`src/rtl/sdram_bus_sequencer.sv`:
```
// sdram_bus_sequencer: host burst front end that buffers write beats and sequences
// one request at a time into the SDRAM controller's Status/Write/Burst/Addr_32 port.
module sdram_bus_sequencer (
    input  logic        clock,
    input  logic        bar_reset,
    input  logic        HReq,
    input  logic        HWrite,
    input  logic [31:0] HAddr,
    input  logic [2:0]  HBurst,
    input  logic [31:0] HWData,
    input  logic        HWValid,
    output logic        HWTake,
    output logic [31:0] HRData,
    output logic        HRValid,
    output logic        HBusy,
    output logic        HDone,
    input  logic        Ready,
    input  logic        EnWData,
    input  logic        EnRData,
    input  logic [31:0] RData,
    output logic        Status,
    output logic        Write,
    output logic [2:0]  Burst,
    output logic [31:0] Addr_32,
    output logic [31:0] WData
);
    localparam logic [2:0] IDLE    = 3'd0;
    localparam logic [2:0] LOAD    = 3'd1;
    localparam logic [2:0] WAITRDY = 3'd2;
    localparam logic [2:0] ISSUE   = 3'd3;
    localparam logic [2:0] DATA    = 3'd4;
    localparam logic [2:0] DONE    = 3'd5;

    logic [2:0]  state;
    logic [31:0] buffer [8];
    logic [3:0]  wcnt;
    logic [3:0]  bcnt;
    logic [3:0]  beats;
    logic [3:0]  bcnt_inc;
    logic        beat;

    assign beats    = {1'b0, Burst} + 4'd1;
    assign bcnt_inc = bcnt + 4'd1;
    assign HWTake   = HWValid && state == LOAD && wcnt < beats;
    assign beat     = (state == ISSUE || state == DATA) && bcnt < beats && (Write ? EnWData : EnRData);
    assign Status   = state == ISSUE;
    assign HBusy    = state != IDLE;
    assign HDone    = state == DONE;

    always_ff @(posedge clock) begin
        if (HWTake)
            buffer[wcnt[2:0]] <= HWData;
    end

    always_ff @(posedge clock or negedge bar_reset) begin
        if (!bar_reset) begin
            state   <= IDLE;
            wcnt    <= 4'd0;
            bcnt    <= 4'd0;
            Write   <= 1'b0;
            Burst   <= 3'd0;
            Addr_32 <= 32'd0;
            WData   <= 32'd0;
            HRData  <= 32'd0;
            HRValid <= 1'b0;
        end else begin
            HRValid <= beat && !Write;
            if (beat && !Write)
                HRData <= RData;
            case (state)
                IDLE: if (HReq) begin
                    Write   <= HWrite;
                    Addr_32 <= HAddr;
                    Burst   <= HBurst;
                    wcnt    <= 4'd0;
                    bcnt    <= 4'd0;
                    state   <= HWrite ? LOAD : WAITRDY;
                end
                LOAD: if (HWTake) begin
                    wcnt  <= wcnt + 4'd1;
                    state <= (wcnt + 4'd1 == beats) ? WAITRDY : LOAD;
                end
                WAITRDY: if (Ready) begin
                    state <= ISSUE;
                    WData <= Write ? buffer[0] : 32'd0;
                end
                // a single-beat burst finishes straight from ISSUE so HDone follows the last beat
                ISSUE, DATA: if (beat) begin
                    bcnt  <= bcnt_inc;
                    state <= (bcnt_inc == beats) ? DONE : DATA;
                    if (Write)
                        WData <= (bcnt_inc == beats) ? 32'd0 : buffer[bcnt_inc[2:0]];
                end
                DONE: state <= IDLE;
                default: state <= IDLE;
            endcase
        end
    end
endmodule

```
`config.mk`:
```
export PLATFORM = sky130hd
export DESIGN_NAME = sdram_bus_sequencer
export DESIGN_NICKNAME = d
export VERILOG_FILES = /design/src/rtl/sdram_bus_sequencer.sv
export SDC_FILE = /design/constraint.sdc
export NUM_CORES = 1
export LEC_CHECK = 0
export CAP_MARGIN = 20
export CORE_ASPECT_RATIO = 2
export CORE_MARGIN = 4
export CORE_UTILIZATION = 35
export DETAILED_ROUTE_END_ITERATION = 10
export HOLD_SLACK_MARGIN = 0.12
export MAX_ROUTING_LAYER = met4
export PLACE_DENSITY_LB_ADDON = 0.2
export SYNTH_ARGS = -nofsm -noshare
export SYNTH_HDL_FRONTEND = slang
export SYNTH_SLANG_ARGS = --single-unit
```
`constraint.sdc`:
```
create_clock -name clock -period 9.15 [get_ports clock]
set_input_delay 2.745 -clock clock [delete_from_list [all_inputs] [get_ports clock]]
set_output_delay 2.745 -clock clock [all_outputs]
set_load 0.03 [all_outputs]
```
== Word-level counts from Yosys, hierarchy flattened ==
Memory sizes are Yosys's and may differ from the RTL's.
Index checks and enable logic that the tools add are counted.
Cells by class
  $add $sub $neg: 3
  $lt $le $gt $ge: 2
  equality and inequality tests: 12
  multiplexer cells: 22
  reduce and logical (&&, ||, !) cells: 18
Operators by type and width (count)
  $mux W32: 5
  $pmux W32 S2: 1
  $pmux W4 S2: 2
  $mux W3: 4
  $mux W4: 3
  $pmux W3 S4: 1
  $ne A2 B2 Y1 const B: 5
  $add A4 B1 Y4 const B: 2
  $eq A4 B4 Y1: 2
  $lt A4 B4 Y1: 2
  $reduce_and A4 Y1: 2
  $eq A3 B2 Y1 const B: 2
  $eq A3 B3 Y1 const B: 2
  $reduce_and A3 Y1: 2
  $reduce_bool A2 Y1: 3
  $logic_and A1 B1 Y1: 5
  $add A3 B1 Y4 const B: 1
  $mux W1: 4
  $mux W2: 2
  $eq A3 B1 Y1 const B: 1
  $logic_not A3 Y1: 1
  $reduce_bool A3 Y1: 1
  $reduce_and A2 Y1: 1
  $reduce_or A2 Y1: 1
  other kinds (2): 2
Storage, ports and cells
  bits in registers: 112
  bits in writable memories: 256
  input port bits: 107
  output and inout bits: 105
  word-level logic and storage cells: 67
  memories kept: 1
Memories
  buffer: words 8, bits a word 32, read ports 2, clocked after memory_dff 0, write ports 1, line 35  | logic [31:0] buffer [8];

== Depth between registers and ports, before layout ==
  word-level depth: 6
  gate-level depth with buffers: 12
  depth with buffers taken out: 9

== Worst setup path before layout ==
OpenSTA, ideal clock, no wires.
  path kind: input -> register
  start: input port HWValid
  end: memory buffer[0][0], enable pin
  setup time: 0.461 ns
  arrival: 6.658 ns
  required time: 8.689 ns
  setup slack: 2.032 ns
  stages: 5
  buffers on the path: 0
  path through: nor3b_1 > a32oi_1 > nor4_1 > nand2_1 > nor3_1
Between the ends
  cells in the longest elaborated chain, start to end: 4
RTL lines
  start, declared: line 11  | input logic HWValid,
  $logic_and A1 B1 Y1 (2 in series): line 44  | assign HWTake = HWValid && state == LOAD && wcnt < beats;
  via HWTake: line 12  | output logic HWTake,
  $mux W1: line 51  | if (HWTake)
  $mux W1 (not written as such): line 52  | buffer[wcnt[2:0]] <= HWData;
  end, declared: line 35
The timed path passes the listed nets, and every way through them passes these cells.

== Worst setup path after layout ==
  start: input port HWValid
  end: output port HWTake
Between the ends
  cells in the longest elaborated chain, start to end: 2
RTL lines (line)
  $logic_and A1 B1 Y1 (2 in series): 44
  end, declared: 12
No other way between the ends.

==> impl_metrics.env <==
export IMPL_switchingPower_mw=2.16
export IMPL_grt_pass1_wl_um=51600
export IMPL_cpPeakStageDelay_ns=0.80
export IMPL_place_ws_ns=1.50
export IMPL_cts_setup_buffers=0
export IMPL_register_area_um2=10500
export IMPL_htree_levels=2
export IMPL_final_cell_mix="256 x edfxtp_1, 210 x clkdlybuf4s50_1, 111 x dfrtp_1"
export IMPL_maxCapViolCount=0
export IMPL_clkTransAtPathRegs_ns=0.06
export IMPL_yosys_area_share_simple=0.0225
export IMPL_tightest_slew_ns=0.980
export IMPL_cts_tree="yes"
export IMPL_min_period_ns=7.65
export IMPL_syn_nets=881
export IMPL_hold_viol=0
export IMPL_synth_area_um2=14700
export IMPL_place_hpwl_um=21200
export IMPL_synth_area_mux_share=0.199
export IMPL_crit_slowest_cell="clkdlybuf4s50_1"
export IMPL_synth_seq_cells=368
export IMPL_synthDistinctLibCells=50
export IMPL_fillers=3647
export IMPL_avgSynthCellArea_um2=19.3
export IMPL_start_util=0.353
export IMPL_peakVddDrop_mv=0.148
export IMPL_antenna_found_initial=3
export IMPL_grt_max_degree=58
export IMPL_switching_share=0.341
export IMPL_ant_nets=0
export IMPL_fin_nets=1104
export IMPL_clock_fmax_mhz=131
export IMPL_die_w_um=153
export IMPL_pwr_share_comb=0.396
export IMPL_die_y_um=298
export IMPL_routed_wl_um=33700
export IMPL_p_leak_nw=6.44
export IMPL_cts_resized=0
export IMPL_multiInputGateArea_um2=4080
export IMPL_clock_sinks=368
export IMPL_p_int_mw=4.18
export IMPL_die_area_um2=45600
export IMPL_pwr_share_clk=0.243
export IMPL_ios=212
export IMPL_status="finished clean"
export IMPL_synth_ff_type="edfxtp_1"
export IMPL_vias_per_cell=5.01
export IMPL_p_seq_frac=0.362
export IMPL_endpoint_kind="output pin"
export IMPL_cp_start_kind="input port"
export IMPL_tns_ns=0
export IMPL_port_buffers=211
export IMPL_fin_area_um2=18700
export IMPL_dpl_instance_area_um2=17500
export IMPL_grt_setup_unrepaired="false"
export IMPL_postCtsHoldBufs=0
export IMPL_drive_gt1_frac=0.249
export IMPL_fp_row_count=106
export IMPL_cts_buffers=34
export IMPL_worstPathRequired_ns=6.41
export IMPL_yosysSeqAreaShare=0.712
export IMPL_gp_congestion=0.737
export IMPL_final_common_cell="edfxtp_1"
export IMPL_max_slew_margin=0.347
export IMPL_fin_skew_ns=0.0296
export IMPL_drc=0
export IMPL_gr_usage_all_layers=0.151
export IMPL_wl_per_cell_um=21.7
export IMPL_crit_chain="clkdlybuf4s50_1 -> nor3b_1 -> a32oi_1 -> nor4_1 -> clkdlybuf4s50_1"
export IMPL_syn_inst=765
export IMPL_synth_xor_area_share=0.00781
export IMPL_yosys_warnings=0
export IMPL_first_pass_iters=4
export IMPL_ys_async_sr_fraction=0.304
export IMPL_finalCritPeriodShare=0.836
export IMPL_cp_arrival_ns=4.91
export IMPL_grt_pass1_vias=8291
export IMPL_grt_ovfl_total=0
export IMPL_synth_adder_area_share=0.00764
export IMPL_maxSlewViolCount=0
export IMPL_critPathKind="in2out"
export IMPL_drt_iter0_drc=389
export IMPL_setup_viol=0
export IMPL_synth_edf_count=256
export IMPL_hp_class="reg2reg"
export IMPL_cts_buffer_depth=3
export IMPL_clk_latency_ns=0.54
export IMPL_core_area_um2=41800
export IMPL_synth_top_family_by_area="multiplexers"
export IMPL_path_common_cell="clkdlybuf4s50_1"
export IMPL_vias=7790
export IMPL_setup_slack_ns=1.50
export IMPL_cts_root_buf="clkbuf_16"
export IMPL_area_delta_synth_final_pct=27.1
export IMPL_synth_compound_area_frac=0.0347
export IMPL_worstPathMaxFanout=7
export IMPL_powerDensity_nw_per_um2=338
==> logic make-up after synthesis <==
logic type                 count (synthesis)
AOI/OAI and AO/OA                         65
muxes                                    200
and+or+nand+nor                           66
buffers and inverters                     48
DFF                                      368
xor gates and xnor gates                   9
adders and majority gates                  9
==> critical path: cells and delay by family <==
family	cells	cell delay, ns
buffers and inverters	2	1.27
and+or+nand+nor	2	0.71
AOI/OAI and AO/OA	1	0.18
==> metrics by stage <==
stage | std cells | util | hold slack (ns) | power (mW)
floorplan | 765 | - | 0.480 | 3.97
global placement | 1492 | 0.419 | 0.467 | 4.87
detailed placement | 1492 | 0.419 | 0.474 | 4.91
CTS | 1552 | 0.448 | 0.487 | 6.47
global route | 1555 | 0.448 | 0.496 | 6.68
finish | 1555 | 0.448 | 0.483 | 6.34
==> state kept, by name (all words and copies together) (netlist names) <==
signal,count
buffer,256
Addr_32,32
HRData,32
WData,32
bcnt,4
wcnt,4
Burst,3
state,3
HRValid,1
Write,1
==> routing by layer <==
metal | wire (um) | vias up | GRT usage
met1 | 12400 | 4011 | 0.164
met2 | 18700 | 238 | 0.279
li1 | - | 3496 | -
met3 | 1900 | 45 | 0.0276
met5 | 0 | - | -
met4 | 707 | 0 | 0.0414
==> Yosys cell counts (all sizes together) (4+ instances only) <==
library cell,number,share of area
ha,9,0.0076
o2bb2ai,32,0.019
and3,5,0.0021
buf,31,0.012
nand2,18,0.0046
nor2,16,0.0048
xor2,4,0.0029
mux4,64,0.098
nand3,8,0.0034
inv,10,0.0025
clkbuf,7,0.0018
mux2i,37,0.025
dfrtp,112,0.19
nand4,4,0.0017
nor3,6,0.0020
mux2,99,0.076
a21oi,4,0.0014
edfxtp,256,0.52
o21ai,13,0.0052
==> layout make-up <==
class                      count  share of cell area
clock buffer                  41              0.0490
multi-input combinational    349               0.218
inverter                      10             0.00200
sequential                   368               0.560
tap                          540              0.0361
antenna                        3            0.000401
clock inverter                19              0.0160
timing repair buffer         225               0.118
==> power by group through the flow <==
| stage | Sequential [mW] | Combinational, mW | Clock, mW |
|---|---|---|---|
| global placement | 2.32 | 2.55 | 0 |
| CTS | 2.30 | 2.58 | 1.59 |
| global route | 2.34 | 2.69 | 1.65 |
| detailed placement | 2.33 | 2.57 | 0 |
| finish | 2.29 | 2.51 | 1.54 |
| floorplan | 2.69 | 1.28 | 0 |
==> final timing paths <==
check                               start             to  slack [ns]  cells after the start
worst max register to register   Burst[1]  buffer[0][29]        5.32                     10
max in group asynchronous       bar_reset      HRData[2]        5.56                      2
worst min register to register   WData[8]       WData[8]        0.48                      1
worst min-delay path             WData[8]       WData[8]        0.48                      1
worst max-delay path              HWValid         HWTake        1.50                      5
min in group asynchronous       bar_reset       WData[5]        2.31                      1
(Power assumes the default switching activity.)
